### config.mk
export PLATFORM = sky130hd
export DESIGN_NAME = hit_detector
export DESIGN_NICKNAME = d
export VERILOG_FILES = /design/src/rtl/hit_detector.sv
export SDC_FILE = /design/constraint.sdc
export NUM_CORES = 1
export LEC_CHECK = 0
export ABC_AREA = 0
export BUFFER_PORTS_ARGS = -buffer_cell sky130_fd_sc_hd__clkbuf_2
export CAP_MARGIN = 15
export CORE_MARGIN = 1.5
export CORE_UTILIZATION = 40
export CTS_CLUSTER_DIAMETER = 60
export CTS_CLUSTER_SIZE = 10
export DETAILED_ROUTE_END_ITERATION = 16
export PLACE_DENSITY_LB_ADDON = 0.08
export SYNTH_ARGS = -nofsm -noshare
export SYNTH_HDL_FRONTEND = slang
export SYNTH_SLANG_ARGS = --single-unit
export TNS_END_PERCENT = 10
### constraint.sdc
create_clock -name pclk -period 7.1 [get_ports pclk]
set_clock_uncertainty 0.1 [all_clocks]
set_input_delay 1.42 -clock pclk [delete_from_list [all_inputs] [get_ports pclk]]
set_output_delay 1.42 -clock pclk [all_outputs]
set_load 0.005 [all_outputs]
### src/rtl/hit_detector.sv
// hit_detector: flags overlap between the player box and obstacle-coloured
// pixels. It emits one hit pulse at frame end, then holds an invulnerability
// window counted in frames. The video stream is passed through with 1-cycle latency.
module hit_detector #(
    parameter int          PLAYER_SIZE    = 20,
    parameter logic [11:0] OBSTACLE_COLOR = 12'hf_0_0,
    parameter int          INVULN_FRAMES  = 60,
    parameter int          HIT_CNT_W      = 3
) (
    input  logic                 pclk,
    input  logic                 rst,
    input  logic [11:0]          hcount_in,
    input  logic [11:0]          vcount_in,
    input  logic                 hsync_in,
    input  logic                 vsync_in,
    input  logic                 hblnk_in,
    input  logic                 vblnk_in,
    input  logic [11:0]          rgb_in,
    input  logic [11:0]          player_x,
    input  logic [11:0]          player_y,
    input  logic                 game_on,
    output logic [11:0]          hcount_out,
    output logic [11:0]          vcount_out,
    output logic                 hsync_out,
    output logic                 vsync_out,
    output logic                 hblnk_out,
    output logic                 vblnk_out,
    output logic [11:0]          rgb_out,
    output logic                 player_hit,
    output logic                 invuln,
    output logic [HIT_CNT_W-1:0] hit_count
);

    typedef enum logic [1:0] {IDLE, ARMED, COOLDOWN} state_t;

    localparam logic [7:0]           INV_LD  = 8'(INVULN_FRAMES);
    localparam logic [HIT_CNT_W-1:0] CNT_MAX = '1;

    state_t               state_q;
    logic                 flag_q;
    logic [7:0]           frm_cnt_q;
    logic                 vblnk_prev_q;
    logic                 hit_q;
    logic                 invuln_q;
    logic [HIT_CNT_W-1:0] hit_cnt_q;

    // The box edges are 13 bits wide, so a box at the right or bottom border does not wrap to 0.
    logic [12:0] px_end, py_end;
    logic        in_box, frame_end, sample;

    // In-box test, frame-end edge detect and collision sample on the current inputs.
    always_comb begin
        px_end    = {1'b0, player_x} + 13'(PLAYER_SIZE);
        py_end    = {1'b0, player_y} + 13'(PLAYER_SIZE);
        in_box    = (hcount_in >= player_x) && ({1'b0, hcount_in} < px_end) &&
                    (vcount_in >= player_y) && ({1'b0, vcount_in} < py_end);
        frame_end = vblnk_in & ~vblnk_prev_q;
        sample    = (state_q == ARMED) & ~vblnk_in & ~hblnk_in & in_box &
                    (rgb_in == OBSTACLE_COLOR);
    end

    // Video pass-through, one register stage; colours are never altered.
    always_ff @(posedge pclk) begin
        if (rst) begin
            hcount_out <= '0;
            vcount_out <= '0;
            hsync_out  <= 1'b0;
            vsync_out  <= 1'b0;
            hblnk_out  <= 1'b0;
            vblnk_out  <= 1'b0;
            rgb_out    <= '0;
        end else begin
            hcount_out <= hcount_in;
            vcount_out <= vcount_in;
            hsync_out  <= hsync_in;
            vsync_out  <= vsync_in;
            hblnk_out  <= hblnk_in;
            vblnk_out  <= vblnk_in;
            rgb_out    <= rgb_in;
        end
    end

    // Hit FSM: sticky collision flag resolved at frame end, then a frame-counted cooldown.
    always_ff @(posedge pclk) begin
        if (rst) begin
            state_q      <= IDLE;
            flag_q       <= 1'b0;
            frm_cnt_q    <= '0;
            vblnk_prev_q <= 1'b0;
            hit_q        <= 1'b0;
            invuln_q     <= 1'b0;
            hit_cnt_q    <= '0;
        end else begin
            vblnk_prev_q <= vblnk_in;
            hit_q        <= 1'b0;
            if (!game_on) begin
                // Leaving the game drops all state except the hit count, which is kept for readout.
                state_q   <= IDLE;
                flag_q    <= 1'b0;
                frm_cnt_q <= '0;
                invuln_q  <= 1'b0;
            end else begin
                case (state_q)
                    IDLE: begin
                        state_q   <= ARMED;
                        hit_cnt_q <= '0;
                        flag_q    <= 1'b0;
                        invuln_q  <= 1'b0;
                    end
                    ARMED: begin
                        if (frame_end) begin
                            flag_q <= 1'b0;
                            if (flag_q || sample) begin
                                hit_q     <= 1'b1;
                                invuln_q  <= 1'b1;
                                frm_cnt_q <= INV_LD;
                                state_q   <= COOLDOWN;
                                if (hit_cnt_q != CNT_MAX)
                                    hit_cnt_q <= hit_cnt_q + 1'b1;
                            end
                        end else if (sample) begin
                            flag_q <= 1'b1;
                        end
                    end
                    COOLDOWN: begin
                        // Collisions are ignored while the counter runs; this frame end is the last one when the counter is 1.
                        if (frame_end) begin
                            if (frm_cnt_q <= 8'd1) begin
                                frm_cnt_q <= '0;
                                state_q   <= ARMED;
                                invuln_q  <= 1'b0;
                            end else begin
                                frm_cnt_q <= frm_cnt_q - 8'd1;
                            end
                        end
                    end
                    default: begin
                        state_q  <= IDLE;
                        flag_q   <= 1'b0;
                        invuln_q <= 1'b0;
                    end
                endcase
            end
        end
    end

    assign player_hit = hit_q;
    assign invuln     = invuln_q;
    assign hit_count  = hit_cnt_q;

endmodule

Word level (Yosys, flattened, before mapping)
Index checks and enable logic that the tools add are counted.
- equality and inequality tests: 10
- bitwise operators: 12
- multiplexer cells: 23
- magnitude comparators: 5
- add/sub/neg operators: 4
- reductions and logical operators: 13
- operator list (cell ; count):
    $mux W8 ; 4
    $add A12 B5 Y13 const B ; 2
    $lt A12 B13 Y1 ; 2
    $ge A12 B12 Y1 ; 2
    $pmux W8 S2 ; 1
    $eq A12 B12 Y1 const B ; 1
    $mux W3 ; 3
    $le A8 B1 Y1 const B ; 1
    $mux W2 ; 4
    $reduce_and A4 Y1 ; 2
    $sub A8 B1 Y8 const B ; 1
    $mux W1 ; 7
    $not A1 Y1 ; 7
    $ne A2 B2 Y1 const B ; 3
    $ne A3 B3 Y1 const B ; 2
    $pmux W2 S3 ; 1
    $pmux W3 S2 ; 1
    $and A1 B1 Y1 ; 5
    $reduce_and A5 Y1 ; 1
    $ne A2 B1 Y1 const B ; 2
    $pmux W1 S2 ; 2
    $reduce_bool A2 Y1 ; 2
    $reduce_or A4 Y1 ; 1
    $add A3 B1 Y3 const B ; 1
    7 further kinds ; 9
- logic and storage cells: 80
- output and inout port bits: 45
- bits of input ports: 67
- register bits after elaboration: 56

Longest topological paths before layout
Gate-level depths: netlist (run 1).
- word-level depth: 11
- mapped depth: 13
- gate-level depth less buffers: 13

Least setup slack after synthesis (run 1)
OpenSTA, ideal clock, no wires.
- kind: input port to flip-flop
- from: input port player_y[2]
- to: register hit_cnt_q[0] (netlist: hit_count[0])
- required time: 6879 ps
- stages: 12
- path slack: 3166 ps
- library setup time: 121 ps
- arrival time: 3712 ps
- path buffers: 0
- cells stage by stage: ha_1 > or2_1 > nand4_1 > xnor2_1 > ha_1 > nand3_1 > nor2_1 > or4_1 > o21ai_1 > a41oi_2 > o2bb2ai_1 > mux2_4
- longest elaborated chain between the ends: 8
- elaborated cells on any way between the ends: 10
- those cells by class: add/sub: 1; order compare: 2; eq/ne: 1; bitwise: 2; reduce/logical: 4
- RTL lines (element ; line ; RTL):
    start, declared ; 20 ; input logic [11:0] player_y,
    $add A12 B5 Y13 / $ge A12 B12 Y1 (equally long branches) ; 54, 56 ;
    $lt A12 B13 Y1 / $logic_and A1 B1 Y1 (equally long branches) ; 56, 55 ;
    $logic_and A1 B1 Y1 * ; 56 ; (vcount_in >= player_y) && ({1'b0, vcount_in} < py_end);
    $and A1 B1 Y1 * (2 in a row) ; 58 ; sample = (state_q == ARMED) & ~vblnk_in & ~hblnk_in & in_box &
    $logic_or A1 B1 Y1 * ; 113 ; if (flag_q || sample) begin
    $ne A2 B1 Y1 (no line) * ; - ;
    $reduce_and A5 Y1 (no line) * ; - ;
    end signal, assigned ; 119 ; hit_cnt_q <= hit_cnt_q + 1'b1;
    end, declared ; 45 ; logic [HIT_CNT_W-1:0] hit_cnt_q;
Every way passes the cells marked *; elsewhere a longest branch is shown, timed or not.
A chain may end at the register's enable or synchronous reset.

Worst setup path after layout (run 1)
- from: input port player_x[2]
- to: register hit_cnt_q[0] (netlist: hit_count[0])
- longest elaborated chain between the ends: 10
- elaborated cells on any way between the ends: 11
- those cells by class: add/sub: 1; order compare: 2; eq/ne: 1; bitwise: 2; reduce/logical: 5
- RTL lines (element ; line ; RTL):
    start, declared ; 19 ; input logic [11:0] player_x,
    $add A12 B5 Y13 ; 53 ; px_end = {1'b0, player_x} + 13'(PLAYER_SIZE);
    $lt A12 B13 Y1 ; 55 ; in_box = (hcount_in >= player_x) && ({1'b0, hcount_in} < px_end) &&
    $logic_and A1 B1 Y1 * (2 in a row) ; 55 ;
    $logic_and A1 B1 Y1 * ; 56 ;
    $and A1 B1 Y1 * (2 in a row) ; 58 ;
    $logic_or A1 B1 Y1 * ; 113 ;
    $ne A2 B1 Y1 (no line) * ; - ;
    $reduce_and A5 Y1 (no line) * ; - ;
Marked as above.

==> results of run 1 <==
[final cells by class]
class                           instances  share of cell area (%)
Tap cell                              102                    3.21
Inverter                               30                    2.83
Sequential cell                        55                    27.7
Multi-Input combinational cell        275                    50.3
Timing Repair Buffer                  111                    14.0
Clock buffer                            7                    1.92
Clock inverter                          1                   0.126
[where the power goes]
part | leakage [nW] | total (W) | switching [W] | internal (W)
Clock | 0.0422 | 0.000173 | 0.000103 | 0.0000698
Sequential | 0.455 | 0.000325 | 0.00000442 | 0.000321
Combinational | 1.43 | 0.000134 | 0.0000703 | 0.0000633
[cell usage in the layout (no fill, tap or decap), types with 3 or more instances in the layout]
master	n
dfxtp_1	55
o21ai_1	9
nand2b_1	6
o211ai_1	3
nor2b_1	47
and4_1	3
nand2_1	23
a21oi_1	22
nor3_1	8
a31oi_1	8
xnor2_1	14
clkbuf_2	111
o21ai_0	11
a211oi_1	3
nor2_1	24
nand3_1	9
ha_1	50
nor4_1	3
inv_1	30
clkbuf_8	5
[critical path, stage by stage]
cell and delay (ps):
clkbuf_2 120, a21oi_1 100, nor3_1 350, nand2_1 100, nor3_1 210, xnor2_1 160
ha_1 280, a21oi_1 150, nand2_1 80, a2111oi_0 320, a211o_1 220, a41oi_2 180
o2bb2ai_1 220, mux2_4 300
[through the flow]
| stage | util, % | hold WS, ps | power [W] | cells | instance area, um2 |
|---|---|---|---|---|---|
| 6_report | 51.0 | 422 | 0.000632 | 581 | 3980 |
| 4_1_cts | 51.0 | 414 | 0.000641 | 581 | 3980 |
| 3_3_place_gp | 49.9 | 388 | 0.000465 | 573 | 3900 |
| 3_5_place_dp | 49.9 | 398 | 0.000467 | 573 | 3900 |
| 2_1_floorplan | - | 365 | 0.000410 | 367 | 3240 |
| 5_1_grt | 51.0 | 454 | 0.000671 | 581 | 3980 |
[layer usage]
layer | vias to the layer above | part of all wire, % | track usage [%]
met3 | 9 | 3.9 | 2.68
li1 | 1500 | - | -
met2 | 73 | 49 | 33.6
met1 | 1322 | 45 | 22.1
met4 | 0 | 1.7 | 6.06
met5 | - | 0 | 0
[registers in the layout, summed over array words and instances (netlist names)]
name and count:
hsync_out 1, rgb_out 12, vsync_out 1, frm_cnt_q 8
hit_count 3, vcount_out 12, state_q 2, hblnk_out 1
hcount_out 12, flag_q 1, player_hit 1, vblnk_prev_q 1
[logic make-up after synthesis]
family,after synthesis
adder cells (fa/ha/maj),50
AO/OA/AOI/OAI,71
XOR/XNOR,16
buffers and inverters,37
multiplexers,1
AND/OR/NAND/NOR,137
flip-flops,55
[path summary, 6_finish.rpt]
| kind | from | endpoint | slack [ps] | cells after the start |
|---|---|---|---|---|
| max | player_x[2] | hit_count[0] | 2990 | 14 |
| min | frm_cnt_q[3] | frm_cnt_q[3] | 420 | 2 |
| max reg2reg | state_q[0] | hit_count[0] | 4780 | 7 |
| min reg2reg | frm_cnt_q[3] | frm_cnt_q[3] | 420 | 2 |
==> out/metrics.csv, run 1 <==
metric;value;unit
die_area;0.00866;mm2
yosys.area_share.simple;24.1;%
rows;32;
final.setup.tns;0;ps
vias;2904;
cp-start-kind;primary input;
grt_usage;18.5;%
avgSynthCellArea;8.84;um2
synth-edff-count;0;
cp.required;7200;ps
min_period;4110;ps
place_hpwl;6270;um
synth_compound_area_share;13.6;%
synth.area.mux_share;0.463;%
pin_count;112;
drv_cap;0;
clk_latency;300;ps
antenna_found_initial;0;
timing.final.crit_share;57.8;%
numCtsBuffers;5;
gr-total-overflow;0;
finalHoldViolations;0;
rsz0062_at_grt;no;
wirelength;7580;um
slew_violations;0;
post_drt_via_cell_ratio;5.00;
cts_tree;yes;
ir_drop;0.0803;mV
worstPathArrival;4210;ps
clkSlewWorstSetupHoldPaths;100;ps
diodes;0;
cts_setup_buffers;0;
min_path_type;flip-flop to flip-flop;
htree_levels;2;
synth.largest_area_cell;dfxtp_1;
worstMarginPinSlew;977;ps
synthArstFlopShare;0;%
regArea;0.00110;mm2
critPathKind;primary input to flip-flop;
synth_cell_types;43;
ys_ff_latch;55;
setup_viol;0;
synth_area;0.00324;mm2
grt_max_degree;46;
fillers;815;
synth-seq-area-share;34.0;%
cts_resized;0;
yosysTopAreaCellShare;34.0;%
grt_pass1_wl;12900;um
core;0.00781;mm2
multi_input_area;0.00200;mm2
path_max_fanout;4;
die_x;93.0;um
drt_first_pass_iters;4;
fin_ws;2990;ps
ant_nets;0;
grt_pass1_vias;2970;
route.detailed.drc;0;
io_buffers;111;
drt_iter0_drc;80;
gp_congestion;0.904;
root_buffer;clkbuf_8;
finish.net_count;595;
clock_sinks;55;
layout-drive-gt1-share;25.9;%
synthTopCellsByArea;dfxtp_1 (34%), ha_1 (19%), nor2b_1 (9.1%), xnor2_1 (3.8%), inv_1 (3.5%);
synth_top_family_by_area;simple AND/OR/NAND/NOR gates;
slew_headroom;34.8;%
yosys_warnings;0;
synth-main-ff-cell;dfxtp_1;
synthAdderAreaFrac;19.3;%
max_freq;0.244;GHz
p_leak;1.92;nW
clockBufferDepth;2;
syn_to_final_growth;22.7;%
syn_nets;484;
wire_per_inst;13.1;um
p_per_area;159;mW/mm2
post-synth-top-count-cell;dfxtp_1;
preCtsSetupSlack;2640;ps
status;finished, final reports clean;
postSynthCellCount;367;
die_h;93.0;um
synth.top_cells.by_count;dfxtp_1 (55), ha_1 (50), nor2b_1 (47);
initial_core_util;41.5;%
synth-xor-area-share;4.32;%
cts_hold_buf;0;
endpoint_kind;flip-flop;
(Power assumes the default switching activity.)
==> run 2, diff against run 1 <==
- ABC_AREA: 0 -> 1
- clock period: 7.1 -> 3.6 ns (I/O delays scaled with it)
==> out/metrics.csv, run 2 <==
metric;value;unit
status;finished, final reports clean;
synth.area.mux_share;0;%
wire_per_inst;10.9;um
drv_cap;0;
core;0.00864;mm2
grt_usage;17.1;%
cpMostUsedCell;nor2_1;
finish.net_count;740;
avgSynthCellArea;6.94;um2
critPathKind;primary input to flip-flop;
synth_top_family_by_area;simple AND/OR/NAND/NOR gates;
die_h;97.0;um
wl_met3;266;um
max_freq;0.339;GHz
p_switching;0.000382;W
highest_layer;met4;
preCtsSetupSlack;291;ps
path_cells;clkbuf_2, ha_1, nor2_1, nor2_2, nand3_1, nor2_1, xor2_1, ha_1, a21oi_1, o21bai_1, nand2_1, nand3_1, nor2_1, nand3_1, nand2_2, nand2_4, nand2_4, nand2_4, nand2_1, nand2_1, nor2_1;
postSynthCellCount;510;
reg2reg_to;frm_cnt_q[2];
syn_to_final_growth;22.7;%
hold_depth;1;
htree_levels;2;
grt_pass1_vias;3081;
clockBufferDepth;2;
reg2reg_slack;1570;ps
wl_met2;3580;um
slew_violations;0;
synth_area;0.00354;mm2
top_regs;hcount_out (12), rgb_out (12), vcount_out (12);
synth.largest_area_cell;dfxtp_1;
post_drt_via_cell_ratio;4.49;
wl_met1;4020;um
cp.required;3750;ps
die_area;0.00942;mm2
vias;3289;
rr_worst_depth;15;
finalHoldViolations;0;
finish.utilization;50.3;%
synth-edff-count;0;
synthTopCellsByArea;dfxtp_1 (31%), ha_1 (18%), inv_1 (11%), nand2_1 (9.9%), nor2_1 (9.7%);
p_clk_share;34.3;%
cp-start-kind;primary input;
ir_drop;0.152;mV
die_x;97.0;um
layout-drive-gt1-share;21.5;%
diodes;0;
min_path_type;flip-flop to flip-flop;
timing.final.crit_share;82.1;%
post-synth-top-count-cell;inv_1;
slew_headroom;69.3;%
cts_hold_buf;0;
syn_nets;627;
yosysTopAreaCellShare;31.1;%
worstMarginPinSlew;461;ps
total_power;0.00142;W
synth-main-ff-cell;dfxtp_1;
ys_ff_latch;55;
worstPathArrival;3100;ps
clock_sinks;55;
root_buffer;clkbuf_8;
io_buffers;111;
numCtsBuffers;5;
pin_count;112;
path_max_fanout;11;
combPwrFrac;20.4;%
drt_iter0_drc;49;
initial_core_util;41.0;%
synth-xor-area-share;5.20;%
endpoint_kind;flip-flop;
cts_resized;0;
cp-startpoint;player_x[2];
wirelength;7960;um
clk_latency;300;ps
rows;34;
route.detailed.drc;0;
dpl.cell_count;724;
cts_setup_buffers;0;
p_seq_share;45.3;%
synthArstFlopShare;0;%
yosys_warnings;0;
synthAdderAreaFrac;17.7;%
min_period;2950;ps
slowest_delay;250;ps
antenna_found_initial;0;
layout_commonest_cell;clkbuf_2;
cts_tree;yes;
grt_pass1_wl;13500;um
yosys.area_share.simple;27.9;%
place_hpwl;6730;um
fin_ws;646;ps
clkSlewWorstSetupHoldPaths;100;ps
gr-total-overflow;0;
grt_max_degree;44;
synth_cell_types;26;
drt_first_pass_iters;4;
final.setup.tns;0;ps
path_buf_inv;1;
synth.top_cells.by_count;inv_1 (100), nand2_1 (93), nor2_1 (91);
p_leak;2.51;nW
cp_slowest_cell;ha_1;
r2r_start;state_q[1];
critPathCapture;frm_cnt_q[2];
ant_nets;0;
synth-seq-area-share;31.1;%
rsz0062_at_grt;no;
switching_share;27.0;%
p_int;0.00103;W
p_per_area;326;mW/mm2
synth_compound_area_share;6.08;%
path_depth;21;
gp_congestion;0.788;
final_cells;732;
final_cell_mix;clkbuf_2 (111), inv_1 (100), nand2_1 (93);
cpLargestDelayFamily;simple AND/OR/NAND/NOR gates;
setup_viol;0;
-- run 2: logic make-up (layout without fill, tap and decap cells) --
family / Yosys count / after routing
buffers and inverters: 109 / 223
AND/OR/NAND/NOR: 233 / 233
AO/OA/AOI/OAI: 42 / 42
adder cells (fa/ha/maj): 50 / 50
flip-flops: 55 / 55
XOR/XNOR: 21 / 21
-- run 2: worst min path at each step --
stage	start	end
2_1_floorplan	vblnk_prev_q	player_hit
3_3_place_gp	vblnk_prev_q	player_hit
3_5_place_dp	vblnk_prev_q	player_hit
4_1_cts	vblnk_prev_q	player_hit
5_1_grt	vblnk_prev_q	player_hit
6_report	vblnk_prev_q	player_hit
-- run 2: final cells by class --
cell class              instances  area (um2)
fillers                       903        4290
multi-input cells             346        2010
flip-flops and latches         55        1100
repair buffers                114         578
inverters                     101         379
well taps                     108         135
clock buffers                   5        68.8
clock inverters                 3        67.6
-- run 2: power groups by stage --
stage | clock, W | combinational, W | sequential [W]
after CTS | 0.000502 | 0.000293 | 0.000641
after global routing | 0.000527 | 0.000338 | 0.000643
after detailed placement | 0 | 0.000292 | 0.000655
final | 0.000486 | 0.000289 | 0.000641
after floorplan | 0 | 0.000169 | 0.000658
after global placement | 0 | 0.000286 | 0.000655
-- run 2: per-layer routing --
| metal | vias up | track usage (%) |
|---|---|---|
| met5 | - | 0 |
| met4 | 0 | 4.12 |
| met3 | 6 | 2.31 |
| li1 | 1796 | - |
| met1 | 1413 | 22.7 |
| met2 | 74 | 29.2 |
-- run 2: worst register-to-register path, delay by kind of cell, from the launching register on --
kind | cells | cell delay [ps]
flip-flops | 1 | 350
buffers and inverters | 1 | 110
AND/OR/NAND/NOR | 14 | 1430
-- run 2: per-stage QoR --
step / hold WS [ps] / area (um2)
final: 366 / 4340
after global placement: 361 / 4210
after detailed placement: 356 / 4210
after CTS: 365 / 4340
after floorplan: 344 / 3540
after global routing: 400 / 4340
==> run 3, diff against run 2 <==
- clock period: 3.6 -> 2.9 ns (I/O delays scaled with it)
==> out/metrics.csv, run 3 (synthesis results as in run 2) <==
metric;value;unit
status;finished, final reports clean;
die_area;0.00942;mm2
gr-total-overflow;0;
diodes;0;
p_clk_share;27.1;%
p_switching;0.000485;W
multi_input_area;0.00208;mm2
route.detailed.drc;0;
vias;3372;
fin_ws;197;ps
critPathKind;primary input to flip-flop;
grt_pass1_wl;13700;um
clkSlewWorstSetupHoldPaths;110;ps
die_h;97.0;um
syn_to_final_growth;26.7;%
timing.final.crit_share;93.2;%
cts_tree;yes;
finish.net_count;755;
drv_cap;0;
switching_share;30.1;%
finalHoldViolations;0;
combPwrFrac;23.6;%
layout-drive-gt1-share;25.0;%
cp-start-kind;primary input;
p_seq_share;49.3;%
clock_sinks;55;
hold_start;vsync_in;
clk_latency;310;ps
rows;34;
numCtsBuffers;5;
endpoint_kind;flip-flop;
core;0.00864;mm2
ant_nets;0;
slew_violations;0;
drt_first_pass_iters;4;
preCtsSetupSlack;-137;ps
place_hpwl;6840;um
slew_headroom;68.3;%
p_per_area;360;mW/mm2
max_freq;0.370;GHz
wire_per_inst;10.9;um
ir_drop;0.201;mV
r2r_start;state_q[1];
p_int;0.00113;W
grt_max_degree;44;
gp_congestion;0.839;
worst_hold_slack;340;ps
min_path_type;primary input to flip-flop;
cts_hold_buf;0;
regArea;0.00110;mm2
antenna_found_initial;0;
worstPathArrival;2820;ps
wirelength;8120;um
pin_count;112;
worstMarginPinSlew;474;ps
path_max_fanout;6;
top_regs;hcount_out (12), rgb_out (12), vcount_out (12);
min_period;2700;ps
root_buffer;clkbuf_8;
initial_core_util;41.0;%
cp.required;3010;ps
grt_pass1_vias;3105;
final_cell_mix;clkbuf_2 (109), inv_1 (99), nand2_1 (91);
p_leak;2.57;nW
post_drt_via_cell_ratio;4.51;
io_buffers;111;
finish.utilization;51.9;%
setup_viol;0;
grt_usage;17.5;%
cp-startpoint;player_x[2];
layout_commonest_cell;clkbuf_2;
drt_iter0_drc;50;
clockBufferDepth;2;
htree_levels;2;
fillers;893;
die_x;97.0;um
==> run 3: repair_timing <==
item,in CTS,in global routing
endpoints found under the setup margin,0,13
resized for setup,0,19
buffers inserted,0,1
==> run 3: metrics by stage <==
| stage | power (W) | setup TNS (ps) | instance area, um2 | cells |
|---|---|---|---|---|
| 6_report | 0.00161 | 0 | 4480 | 747 |
| 4_1_cts | 0.00163 | 0 | 4390 | 745 |
| 2_1_floorplan | 0.00103 | 0 | 3540 | 510 |
| 5_1_grt | 0.00174 | -3.44 | 4480 | 747 |
| 3_5_place_dp | 0.00119 | -1480 | 4300 | 737 |
| 3_3_place_gp | 0.00118 | -1110 | 4300 | 737 |
==> run 3: power by group through the flow <==
| stage | logic, W | registers (W) | clock network (W) |
|---|---|---|---|
| 2_1_floorplan | 0.000210 | 0.000816 | 0 |
| 4_1_cts | 0.000379 | 0.000796 | 0.000453 |
| 6_report | 0.000381 | 0.000795 | 0.000438 |
| 5_1_grt | 0.000444 | 0.000799 | 0.000500 |
| 3_5_place_dp | 0.000376 | 0.000813 | 0 |
| 3_3_place_gp | 0.000369 | 0.000813 | 0 |
==> run 3: area by class of cell <==
type	instances	share of cell area (%)
clock inverter	3	0.503
timing repair buffer	128	15.6
tap	108	3.02
inverter	101	8.46
clock buffer	5	1.54
multi-input combinational	347	46.3
sequential	55	24.6
==> run 3: path summary, 6_finish.rpt <==
kind                       end  slack, ps  cells past startpoint
setup / recovery  frm_cnt_q[5]        200                     20
hold / removal       vsync_out        340                      3
setup reg to reg  frm_cnt_q[5]        820                     14
hold reg to reg     player_hit        360                      1
==> run 3: critical path, stage by stage <==
cell,delay [ps]
buf_6,80
ha_1,180
nor2_2,50
nor2_2,150
nand3_2,100
nor2_2,120
xor2_1,150
ha_1,270
a21oi_2,140
o21bai_1,80
nand2_1,60
nand3_1,80
nor2_1,100
nand3_1,110
nand2_2,120
nand2_4,100
nand2_8,110
nand2_8,70
nor2_1,120
nor2_2,40
==> run 3: per-layer routing <==
layer,wire length [um],GRT usage [%]
met1,4070,23.7
met2,3670,28.8
met3,288,3.11
met4,94,4.12
met5,0,0
